### src/rtl/regfile_dump_reader_pkg.sv
// Shared constants for the register-file dump reader: default widths and FSM states.
package regfile_dump_reader_pkg;

  localparam int unsigned RF_DATA_W = 32;
  localparam int unsigned RF_ADDR_W = 5;

  typedef enum logic [1:0] {
    ST_IDLE = 2'd0,
    ST_READ = 2'd1,
    ST_SEND = 2'd2,
    ST_DONE = 2'd3
  } dump_state_t;

endpackage

### src/rtl/regfile_dump_reader.sv
// Walks a register index range through an external register-file read port and
// streams each value out as a ready/valid beat; x0 always reads as zero.
module regfile_dump_reader
  import regfile_dump_reader_pkg::*;
#(
  parameter int unsigned DATA_W = RF_DATA_W,
  parameter int unsigned ADDR_W = RF_ADDR_W
) (
  input  logic              clk,
  input  logic              rst,
  input  logic              start,
  input  logic              abort,
  input  logic [ADDR_W-1:0] first_reg,
  input  logic [ADDR_W-1:0] last_reg,
  output logic [ADDR_W-1:0] rf_addr,
  input  logic [DATA_W-1:0] rf_data,
  output logic              out_valid,
  input  logic              out_ready,
  output logic [DATA_W-1:0] out_data,
  output logic [ADDR_W-1:0] out_index,
  output logic              out_last,
  output logic              busy,
  output logic              done,
  output logic              err
);

  dump_state_t       state, state_nxt;
  logic [ADDR_W-1:0] idx_q;
  logic [ADDR_W-1:0] last_q;
  logic              err_q;
  logic              range_ok;

  assign range_ok = (first_reg <= last_reg);

  always_ff @(posedge clk or posedge rst) begin
    if (rst) state <= ST_IDLE;
    else     state <= state_nxt;
  end

  always_comb begin
    state_nxt = state;
    case (state)
      ST_IDLE: if (start) state_nxt = range_ok ? ST_READ : ST_DONE;
      ST_READ: state_nxt = abort ? ST_DONE : ST_SEND;
      ST_SEND: begin
        // abort wins over a same-cycle handshake
        if (abort)          state_nxt = ST_DONE;
        else if (out_ready) state_nxt = out_last ? ST_DONE : ST_READ;
      end
      default: state_nxt = ST_IDLE;
    endcase
  end

  always_comb begin
    out_valid = (state == ST_SEND);
    busy      = (state != ST_IDLE);
    done      = (state == ST_DONE);
    err       = (state == ST_DONE) && err_q;
    rf_addr   = (state == ST_IDLE) ? '0 : idx_q;
  end

  always_ff @(posedge clk or posedge rst) begin
    if (rst) begin
      idx_q     <= '0;
      last_q    <= '0;
      err_q     <= 1'b0;
      out_data  <= '0;
      out_index <= '0;
      out_last  <= 1'b0;
    end else begin
      case (state)
        ST_IDLE: begin
          if (start) begin
            err_q <= !range_ok;
            if (range_ok) begin
              idx_q  <= first_reg;
              last_q <= last_reg;
            end
          end
        end
        ST_READ: begin
          if (abort) begin
            err_q <= 1'b1;
          end else begin
            out_data  <= (idx_q == '0) ? '0 : rf_data;
            out_index <= idx_q;
            out_last  <= (idx_q == last_q);
          end
        end
        ST_SEND: begin
          if (abort)                       err_q <= 1'b1;
          else if (out_ready && !out_last) idx_q <= idx_q + ADDR_W'(1);
        end
        default: ;
      endcase
    end
  end

endmodule

### config.mk
export PLATFORM = sky130hd
export DESIGN_NAME = regfile_dump_reader
export DESIGN_NICKNAME = d
export VERILOG_FILES = /design/src/rtl/regfile_dump_reader_pkg.sv /design/src/rtl/regfile_dump_reader.sv
export SDC_FILE = /design/constraint.sdc
export NUM_CORES = 1
export LEC_CHECK = 0
export BUFFER_PORTS_ARGS = -buffer_cell sky130_fd_sc_hd__buf_2
export CAP_MARGIN = 20
export CORE_MARGIN = 5
export CORE_UTILIZATION = 40
export CTS_CLUSTER_SIZE = 30
export DETAILED_ROUTE_END_ITERATION = 10
export PLACE_DENSITY_LB_ADDON = 0.08
export SLEW_MARGIN = 20
export SYNTH_ARGS = -nofsm -noshare
export SYNTH_HDL_FRONTEND = slang
export SYNTH_SLANG_ARGS = --single-unit
### constraint.sdc
create_clock -name clk -period 1.9 [get_ports clk]
set_clock_uncertainty 0.05 [all_clocks]
set_input_delay 0 -clock clk [delete_from_list [all_inputs] [get_ports clk]]
set_output_delay 0 -clock clk [all_outputs]
set_load 0.02 [all_outputs]
==> results of run 1 <==
==> how the worst min path moves through the flow <==
stage,endpoint,depth (start not counted)
floorplan,out_data[22],1
global placement,out_data[4],2
detailed placement,out_data[10],2
CTS,idx_q[1],3
global route,idx_q[1],3
finish,idx_q[1],3
==> logic make-up after synthesis <==
group / share of synthesized area
muxes: 0.0450
xor gates and xnor gates: 0.0181
buffers and inverters: 0.0455
DFF: 0.527
AOI/OAI and AO/OA: 0.229
adders and majority gates: 0.0568
and+or+nand+nor: 0.0780
==> where the power goes <==
group          switching [mW]  leakage (nW)  internal (mW)
registers               0.317         0.620           1.60
clock network           0.336        0.0412          0.258
logic                    1.67          1.08           1.31
total                    2.32          1.74           3.17
==> flip-flops by register name, summed over array words and instances, names as in the netlist <==
signal     flops
idx_q          5
last_q         5
state          2
out_data      32
err_q          1
out_index      5
out_last       1
==> placed cells by master (no fill, tap or decap), drive strengths merged <==
cell / n
a211o: 1
a21o: 1
a21oi: 2
a221oi: 6
a22o: 32
a22oi: 1
a2bb2oi: 2
and2: 2
and3: 1
buf: 104
clkbuf: 6
clkinv: 1
clkinvlp: 1
dfrtp: 51
dlygate4sd3: 38
ha: 11
inv: 15
mux2: 8
nand2: 8
nand2b: 1
nand3: 3
nand3b: 1
nand4: 3
nor2: 6
nor2b: 4
nor3: 1
nor3b: 1
nor4b: 1
o21a: 1
o21ai: 9
o22ai: 3
o2bb2a: 3
o311ai: 1
o41ai: 1
xnor2: 3
xor2: 2
==> worst min-delay path: cells and delay by family <==
kind,cells,cell delay [ps]
buffers and inverters,1,100
AOI/OAI and AO/OA,2,220
==> final cells by class <==
| class | count | area (um2) | area share |
|---|---|---|---|
| clock buffers | 6 | 72.6 | 0.0206 |
| repair buffers | 142 | 953 | 0.270 |
| clock inverters | 2 | 12.5 | 0.00354 |
| inverters | 15 | 56.3 | 0.0160 |
| multi-input cells | 119 | 1060 | 0.302 |
| well taps | 75 | 93.8 | 0.0266 |
| flip-flops and latches | 51 | 1280 | 0.362 |
==> metrics by stage <==
step                area, um2  cells  power [mW]
global placement         3020    362        4.81
finish                   3530    410        5.49
detailed placement       3020    362        4.85
global route             3530    410        5.88
CTS                      3490    408        5.52
floorplan                2420    197        3.88
==> timing repair <==
| item | CTS | global route |
|---|---|---|
| setup buffers | 0 | 2 |
| resized for setup | 0 | 3 |
| endpoints found under the hold margin | 60 | 0 |
| setup endpoints to repair | 0 | 11 |
| hold buffers | 38 | 0 |
==> synthesized netlist by cell type, types with 2 or more instances <==
cell type / n
nor2_1: 5
nand3_1: 3
xnor2_1: 3
ha_1: 11
xor2_1: 2
o2bb2a_2: 2
nor2b_1: 4
dfrtp_1: 51
nand2_1: 8
a2bb2oi_1: 2
mux2_2: 3
o22ai_1: 3
clkbuf_1: 4
inv_1: 15
buf_2: 7
mux2_4: 5
a22o_1: 32
a221oi_1: 4
o21ai_2: 2
nand4_1: 3
o21ai_0: 7
and2_1: 2
==> layer usage <==
| layer | up-vias | wire (um) |
|---|---|---|
| met5 | - | 0 |
| met4 | 0 | 125 |
| met3 | 11 | 408 |
| met2 | 73 | 2990 |
| met1 | 950 | 2870 |
| li1 | 996 | - |
==> summary.txt, run 1 <==
Status
  • Outcome: complete, no violations

Worst setup path
  • Crit path capture: idx_q[4]
  • Worst path arrival time: 1970 ps
  • Reg-to-reg slack, setup: 140 ps
  • Worst reg2reg endpoint: idx_q[0]
  • Family with the most delay on the worst path: buffers and inverters
  • CP Launch Point: last_reg[4]
  • CP Class: in2reg
  • Crit path launch type: input pin
  • R2R depth: 6
  • Reg-to-Reg Start: state[0]
  • Slowest-stage cell, CP: dlygate4sd3_1
  • Data required, critical path: 2030 ps
  • Cell depth of the worst setup path: 9
  • Critical Path Sink Type: flip-flop
  • Crit path largest cell delay: 530 ps
  • CP Max Fanout: 5
  • CP cell instances: dlygate4sd3_1 > buf_2 > inv_1 > ha_4 > and3_4 > buf_4 > a221oi_4 > a221oi_1 > o2bb2a_2
  • CP Buf/Inv Count: 4

Die
  • Core area: 5920 um2
  • Ports: 94
  • Num rows: 28
  • Initial Util: 0.409
  • Total die area: 7710 um2
  • DIE WIDTH: 87.8 um
  • Die Ht: 87.8 um

Logic synthesis
  • Dominant cell type by area after synthesis: dfrtp_1
  • Synth Warn #: 0
  • Sequential share of the synthesized area: 0.527
  • Post-Synthesis Cells: 197
  • Top post-synthesis cells by area: dfrtp_1, a22o_1, ha_1, mux2_4, inv_1
  • Post-synth ARST share: 1.00
  • Mapped Area: 2420 um2
  • Post-synthesis register bit count: 51
  • Yosys top cell area share: 0.527
  • Mapped Nets: 255
  • Synth Flop Type: dfrtp_1
  • Unique masters post-synth: 41
  • Mean post-synth cell area: 12.3 um2
  • Post-synth EDFFs: 0

Placed design
  • Pre-CTS setup slack: 121 ps
  • Gpl congestion: 0.756
  • DP Wirelength: 4400 um
  • IO buf count: 93

STA
  • Pins over their slew limit: 0
  • Post-layout min period: 1840 ps
  • Setup ws final: 64.1 ps
  • Worst slew pin tran: 502 ps
  • Max-slew headroom: 0.665
  • Fmax: 545 MHz
  • Final TNS setup: 0 ps
  • Hold slack: 22.9 ps
  • Unrepaired setup endpoints after global routing: true
  • Setup-failing EPs final: 0
  • Final Hold Fails: 0
  • Crit share post-route: 0.966

Clocking
  • Deepest clock path buffer count: 2
  • H-tree Lvls: 2
  • CTS tree: yes
  • Root Driver: clkbuf_8
  • CTS buffer count: 5
  • Clk sinks: 51
  • Clk Latency, worst-skew pair: 290 ps
  • Clock transition at path regs: 80 ps

Run
  • Maxcap violations: 0

Routing
  • Detail Route Antenna Nets: 0
  • Via count: 2,030
  • DRT iter0 DRCs: 64
  • DRT Wirelength: 6390 um
  • Remaining DRCs: 0
  • Vias per cell: 4.95
  • Avg WL per Cell: 15.6 um
  • Router iterations before antenna repair: 4

Global route
  • Pin count of the biggest net entering global routing: 33
  • Gr usage total: 0.172
  • Vias in the first global route: 2,148
  • Initial antenna violation count: 0
  • Grt met3 use: 0.0348
  • GRT met1 Usage: 0.227
  • Met2 GRT Util: 0.286
  • Wire length of the first global-routing pass: 10,300 um
  • Most used routing layer: met2
  • Total gr overflow: 0

Finish
  • Layout cells sized above 1: 0.400
  • Final design utilization: 0.596
  • Nets: 392
  • Area Overhead vs Synth: 45.8%
  • Filler cells: 501
  • Ant diodes: 0

Min path
  • Hold_sp: first_reg[1]
  • Hold Path Class: in2reg

Pwr
  • Leak: 1.74 nW
  • VDD IR-drop max: 758 uV
  • Power per Cell Area: 1550 nW/um2
Note: power is estimated with default switching activity, not from simulation.
==> run 2, diff against run 1 <==
--- a/config.mk
+++ b/config.mk
@@ -5,12 +5,14 @@
 export SDC_FILE = /design/constraint.sdc
 export NUM_CORES = 1
 export LEC_CHECK = 0
+export ABC_AREA = 1
 export BUFFER_PORTS_ARGS = -buffer_cell sky130_fd_sc_hd__buf_2
 export CAP_MARGIN = 20
 export CORE_MARGIN = 5
 export CORE_UTILIZATION = 40
 export CTS_CLUSTER_SIZE = 30
 export DETAILED_ROUTE_END_ITERATION = 10
+export MAX_ROUTING_LAYER = met4
 export PLACE_DENSITY_LB_ADDON = 0.08
 export SLEW_MARGIN = 20
 export SYNTH_ARGS = -nofsm -noshare
==> run 2 against run 1 <==
Compared with the run above: sequential share of layout area shrank 0.064 points; count of clock-buffer cells in the layout is the same; die area grew 2.7%; register-to-register slack gained 70 ps; critical endpoint is now idx_q[3].
==> summary.txt, run 2 <==
Routing
  • Remaining DRCs: 0 (unchanged)
  • DRT iter0 DRCs: 66 (+3.1%)
  • Via count: 2,431 (+20%)
  • DRT Wirelength: 6870 um (+7.5%)
  • Router iterations before antenna repair: 4 (unchanged)
  • Detail Route Antenna Nets: 0 (unchanged)
  • Vias per cell: 4.69 (-5.2%)
  • Avg WL per Cell: 13.3 um (-15%)

Die
  • Core area: 5990 um2 (+1.2%)
  • DIE WIDTH: 89.0 um (+1.3%)
  • Ports: 94 (unchanged)
  • Initial Util: 0.416 (+0.00754)
  • Die Ht: 89.0 um (+1.3%)
  • Total die area: 7920 um2 (+2.7%)
  • Num rows: 28 (unchanged)

Clocking
  • Deepest clock path buffer count: 2 (unchanged)
  • Clock transition at path regs: 90 ps (about the same)
  • CTS tree: yes
  • Clk Latency, worst-skew pair: 300 ps (about the same)
  • Clk sinks: 51 (unchanged)
  • Total setup buffers inserted after CTS: 0 (unchanged)
  • # resized after CTS: 0 (unchanged)
  • Root Driver: clkbuf_8
  • H-tree Lvls: 2 (unchanged)
  • Hold_buf cts: 38 (unchanged)
  • CTS buffer count: 5 (unchanged)

STA
  • Pins over their slew limit: 0 (unchanged)
  • Fmax: 591 MHz (+8.4%)
  • Final TNS setup: 0 ps (unchanged)
  • Post-layout min period: 1690 ps (-143 ps)
  • Final Hold Fails: 0 (unchanged)
  • Crit share post-route: 0.891 (-0.0751)
  • Unrepaired setup endpoints after global routing: false
  • Setup-failing EPs final: 0 (unchanged)
  • Worst slew pin tran: 574 ps (+71.8 ps)
  • Max-slew headroom: 0.617 (-0.0479)

Logic synthesis
  • Synth Warn #: 0 (unchanged)
  • Post-synth EDFFs: 0 (unchanged)
  • Sequential share of the synthesized area: 0.512 (-0.0156)
  • Mapped Area: 2490 um2 (+3.0%)
  • Dominant cell type by area after synthesis: dfrtp_1
  • Mean post-synth cell area: 8.07 um2 (-34%)
  • Post-synthesis register bit count: 51 (unchanged)
  • Top post-synthesis cells by area: dfrtp_1, nand2_1, nand3_1, ha_1, inv_1
  • Cell with the most instances after synthesis: nand2_1
  • Post-synth ARST share: 1.00 (unchanged)
  • Unique masters post-synth: 23 (-44%)
  • Synth Flop Type: dfrtp_1
  • Post-Synthesis Cells: 309 (+57%)
  • Mapped Nets: 367 (+44%)
  • Most frequent cells after synthesis: nand2_1, dfrtp_1, nand3_1, inv_1, o21ai_0
  • Yosys top cell area share: 0.512 (-0.0156)

Global route
  • Gr usage total: 0.186 (+0.0137)
  • Vias in the first global route: 2,414 (+12%)
  • Initial antenna violation count: 0 (unchanged)
  • Pin count of the biggest net entering global routing: 33 (unchanged)
  • Total gr overflow: 0 (unchanged)
  • Wire length of the first global-routing pass: 11,200 um (+9.4%)

Finish
  • Max reg flops: 32 (unchanged)
  • Layout cells sized above 1: 0.264 (-0.136)
  • Seq. cell area: 1280 um2 (unchanged)
  • Final design utilization: 0.590 (-0.00593)
  • Multi-input gate area: 1060 um2 (-0.47%)
  • Nets: 500 (+28%)
  • Filler cells: 544 (+8.6%)
  • Area Overhead vs Synth: 41.7%
  • Commonest non-fill, non-tap cell in the layout: nand2_1
  • Most frequent cells in the layout: nand2_1, buf_2, dfrtp_1, nand3_1, dlygate4sd3_1
  • Largest Register: out_data
  • Ant diodes: 0 (unchanged)

Worst setup path
  • Critical Path Sink Type: flip-flop
  • Worst path arrival time: 1830 ps (-140 ps)
  • Data required, critical path: 2040 ps (about the same)
  • Family with the most delay on the worst path: simple AND/OR/NAND/NOR gates
  • Crit path launch type: flip-flop
  • CP Max Fanout: 6 (+1)
  • Crit path largest cell delay: 410 ps (-120 ps)
  • CP cell instances: inv_1 > ha_1 > nor2_1 > nor3_4 > nand2_2 > nand2_1 > nand2_1
  • CP Class: reg2reg
  • CP Buf/Inv Count: 1 (-3)
  • Most used cell, CP: nand2_1
  • Slowest-stage cell, CP: dfrtp_1

Pwr
  • Pwr Total: 5.32 mW (-3.1%)
  • Power per Cell Area: 1500 nW/um2 (-3.2%)
  • VDD IR-drop max: 849 uV (+12%)
  • Leak: 2.04 nW (+17%)

Status
  • Outcome: complete, no violations

Run
  • Maxcap violations: 0 (unchanged)

Min path
  • Hold Path Class: in2reg

Placed design
  • DP Wirelength: 4750 um (+7.8%)
  • Gpl congestion: 0.772 (+2.2%)
  • IO buf count: 93 (unchanged)
## run 2: kinds of logic (layout without fill, tap and decap cells)
kind of cell | Yosys count | count (layout) | synth area share
and+or+nand+nor | 189 | 189 | 0.322
DFF | 51 | 51 | 0.512
buffers and inverters | 37 | 171 | 0.0637
AOI/OAI and AO/OA | 18 | 18 | 0.0366
adders and majority gates | 11 | 11 | 0.0552
xor gates and xnor gates | 3 | 3 | 0.0105
## run 2: layout make-up
| cell class | count | area share |
|---|---|---|
| Clock inverter | 2 | 0.00460 |
| Inverter | 25 | 0.0272 |
| Tap cell | 75 | 0.0265 |
| Multi-Input combinational cell | 221 | 0.300 |
| Sequential cell | 51 | 0.361 |
| Clock buffer | 6 | 0.0234 |
| Timing Repair Buffer | 138 | 0.258 |
## run 2: per-layer routing
| layer | part of all wire | GRT usage | vias to the layer above |
|---|---|---|---|
| met5 | 0 | - | - |
| met4 | 0.0042 | 0.0392 | 0 |
| met3 | 0.070 | 0.0341 | 2 |
| met2 | 0.48 | 0.325 | 76 |
| met1 | 0.44 | 0.226 | 1106 |
| li1 | - | - | 1247 |
## run 2: final timing paths
check	from	to	slack (ps)	cells past startpoint
setup / recovery	state[0]	idx_q[3]	210	7
hold / removal	abort	state[0]	20	4
setup reg to reg	state[0]	idx_q[3]	210	7
hold reg to reg	out_data[0]	out_data[0]	430	2
max in group asynchronous	rst	out_index[4]	1010	4
min in group asynchronous	rst	out_data[29]	250	3
## run 2: power by group
part           switching, mW  internal (mW)  leakage, nW  total (mW)
registers              0.308           1.56        0.643        1.87
clock network          0.368          0.298       0.0474       0.666
logic                   1.80          0.980         1.35        2.78
total                   2.48           2.84         2.04        5.32
## run 2: stage by stage
step | hold slack, ps | worst slack (ps) | area [um2] | std cells
floorplan | 87.7 | 268 | 2490 | 309
global placement | 48.8 | 284 | 3060 | 472
detailed placement | 43.9 | 202 | 3060 | 472
CTS | 8.49 | 205 | 3540 | 518
global route | 37.7 | 14.1 | 3540 | 518
finish | 15.3 | 207 | 3540 | 518
## run 2: worst reg2reg max path: stages, from the launching register on
cell,delay [ps]
dfrtp_1,410
inv_1,110
ha_1,330
nor2_1,140
nor3_4,300
nand2_2,130
nand2_1,70
nand2_1,50
==> run 3, diff against run 2 <==
--- a/config.mk
+++ b/config.mk
@@ -10,6 +10,7 @@
 export CAP_MARGIN = 20
 export CORE_MARGIN = 5
 export CORE_UTILIZATION = 40
+export CTS_BUF_LIST = sky130_fd_sc_hd__clkbuf_4
 export CTS_CLUSTER_SIZE = 30
 export DETAILED_ROUTE_END_ITERATION = 10
 export MAX_ROUTING_LAYER = met4
==> run 3 against run 2 <==
Compared with the run above: sequential power about the same; final cell count rose by 1.5%; via count rose by 2.9%; count of clock-buffer cells in the layout fell by 1; core utilization rose by 0.65 points; setup slack got worse by 38 ps; maximum frequency decreased by 2.2%; largest cell class unchanged; non-clock buffer count up 8; critical endpoint is now rf_addr[1]; die area unchanged; total power fell by 2.7%.
==> summary.txt, run 3 (synthesis gave the netlist of run 2 again) <==
Clocking
  • Clk Latency, worst-skew pair: 360 ps (+60 ps)
  • Clock transition at path regs: 160 ps (+70 ps)
  • Root Driver: clkbuf_4
  • Clk sinks: 51 (unchanged)
  • CTS tree: yes
  • Total setup buffers inserted after CTS: 0 (unchanged)
  • Deepest clock path buffer count: 2 (unchanged)
  • # resized after CTS: 0 (unchanged)
  • CTS buffer count: 5 (unchanged)
  • H-tree Lvls: 2 (unchanged)
  • Hold_buf cts: 46 (+21%)

Finish
  • Final instance area: 3570 um2 (+1.1%)
  • Non-filler cells, final: 526 (+1.5%)
  • Layout cells sized above 1: 0.257 (-0.00690)
  • Largest Register: out_data
  • Area Overhead vs Synth: 43.3%
  • Filler cells: 540 (-0.74%)
  • Max reg flops: 32 (unchanged)
  • Ant diodes: 0 (unchanged)
  • Nets: 508 (+1.6%)
  • Commonest non-fill, non-tap cell in the layout: nand2_1
  • Multi-input gate area: 1060 um2 (unchanged)
  • Most frequent cells in the layout: nand2_1, buf_2, dfrtp_1, dlygate4sd3_1, nand3_1
  • Seq. cell area: 1280 um2 (unchanged)

Worst setup path
  • Crit path launch type: flip-flop
  • CP Max Fanout: 5 (-1)
  • Data required, critical path: 1850 ps (-190 ps)
  • Worst path arrival time: 1680 ps (-150 ps)
  • Reg-to-reg slack, setup: 190 ps (-20 ps)
  • Critical Path Sink Type: output pin
  • CP Class: reg2out

Status
  • Outcome: complete, no violations

Die
  • Core area: 5990 um2 (unchanged)
  • DIE WIDTH: 89.0 um (unchanged)
  • Initial Util: 0.416 (unchanged)
  • Die Ht: 89.0 um (unchanged)
  • Num rows: 28 (unchanged)
  • Total die area: 7920 um2 (unchanged)
  • Ports: 94 (unchanged)

Routing
  • Via count: 2,502 (+2.9%)
  • Detail Route Antenna Nets: 0 (unchanged)
  • Avg WL per Cell: 13.3 um (about the same)
  • Vias per cell: 4.76 (+1.4%)
  • DRT Wirelength: 6970 um (+1.5%)
  • DRT iter0 DRCs: 68 (+3.0%)
  • Remaining DRCs: 0 (unchanged)
  • Router iterations before antenna repair: 4 (unchanged)

STA
  • Post-layout min period: 1730 ps (+37.7 ps)
  • Pins over their slew limit: 0 (unchanged)
  • Crit share post-route: 0.911 (+0.0198)
  • Hold slack: 172 ps (+157 ps)
  • Final TNS setup: 0 ps (unchanged)
  • Final Hold Fails: 0 (unchanged)
  • Worst slew pin tran: 583 ps (+8.82 ps)
  • Fmax: 578 MHz (-2.2%)
  • Setup-failing EPs final: 0 (unchanged)
  • Unrepaired setup endpoints after global routing: false
  • Max-slew headroom: 0.611 (-0.00589)

Global route
  • Pin count of the biggest net entering global routing: 33 (unchanged)
  • Gr usage total: 0.188 (+0.00183)
  • Wire length of the first global-routing pass: 11,300 um (+0.85%)
  • Initial antenna violation count: 0 (unchanged)
  • Total gr overflow: 0 (unchanged)
  • Vias in the first global route: 2,466 (+2.2%)

Placed design
  • Post-placement cell count: 472 (unchanged)
  • Post-DP Area: 3060 um2 (unchanged)
  • Gpl congestion: 0.772 (unchanged)
  • DP Wirelength: 4750 um (unchanged)
  • IO buf count: 93 (unchanged)

Pwr
  • VDD IR-drop max: 856 uV (+0.86%)
  • Pwr Total: 5.18 mW (-2.7%)
  • Leak: 2.06 nW (+0.73%)
  • Power per Cell Area: 1450 nW/um2 (-3.7%)

Run
  • Maxcap violations: 0 (unchanged)

Min path
  • Hold Path Class: in2async
==> run 3: changes by cell type in the layout (fill, tap and decap cells not counted), sizes merged <==
cell,delta
clkbuf,-1
dlygate4sd3,+8
clkinv,+1
==> run 3: critical path, cell delays in order (launching register included) <==
cell and delay [ps]:
dfrtp_1 410, inv_1 90, ha_1 300, buf_4 200
nor2_1 140, buf_2 190
==> run 3: power by group <==
| group | total, mW | switching, mW | internal (mW) |
|---|---|---|---|
| clock | 0.501 | 0.358 | 0.143 |
| combinational | 2.80 | 1.81 | 0.990 |
| sequential | 1.87 | 0.313 | 1.56 |
| total | 5.18 | 2.48 | 2.69 |
==> run 3: worst paths after layout <==
path,cells past startpoint,from,endpoint
worst max register to register,7,state[0],idx_q[3]
max in group asynchronous,4,rst,out_index[4]
min in group clk,4,rf_data[4],out_data[4]
worst max-delay path,5,state[0],rf_addr[1]
worst min register to register,2,out_data[0],out_data[0]
worst min-delay path,3,rst,out_data[2]
==> run 3: layer usage <==
layer / part of all wire / track usage / wire, um / vias to the layer above
met3: 0.072 / 0.0332 / 503 / 5
met4: 0.0072 / 0.0406 / 50 / 0
met2: 0.48 / 0.333 / 3360 / 87
met1: 0.44 / 0.223 / 3060 / 1146
met5: 0 / - / 0 / -
li1: - / - / - / 1264
==> run 3: layout make-up <==
type,count,share of cell area
Inverter,25,0.0270
Tap cell,75,0.0263
Sequential cell,51,0.357
Timing Repair Buffer,146,0.277
Clock buffer,5,0.0105
Multi-Input combinational cell,221,0.296
Clock inverter,3,0.00560
==> run 3: stage by stage <==
| stage | utilization | setup WS, ps |
|---|---|---|
| floorplan | - | 268 |
| global placement | 0.510 | 284 |
| detailed placement | 0.510 | 202 |
| CTS | 0.597 | 183 |
| global route | 0.597 | 2.95 |
| finish | 0.597 | 169 |
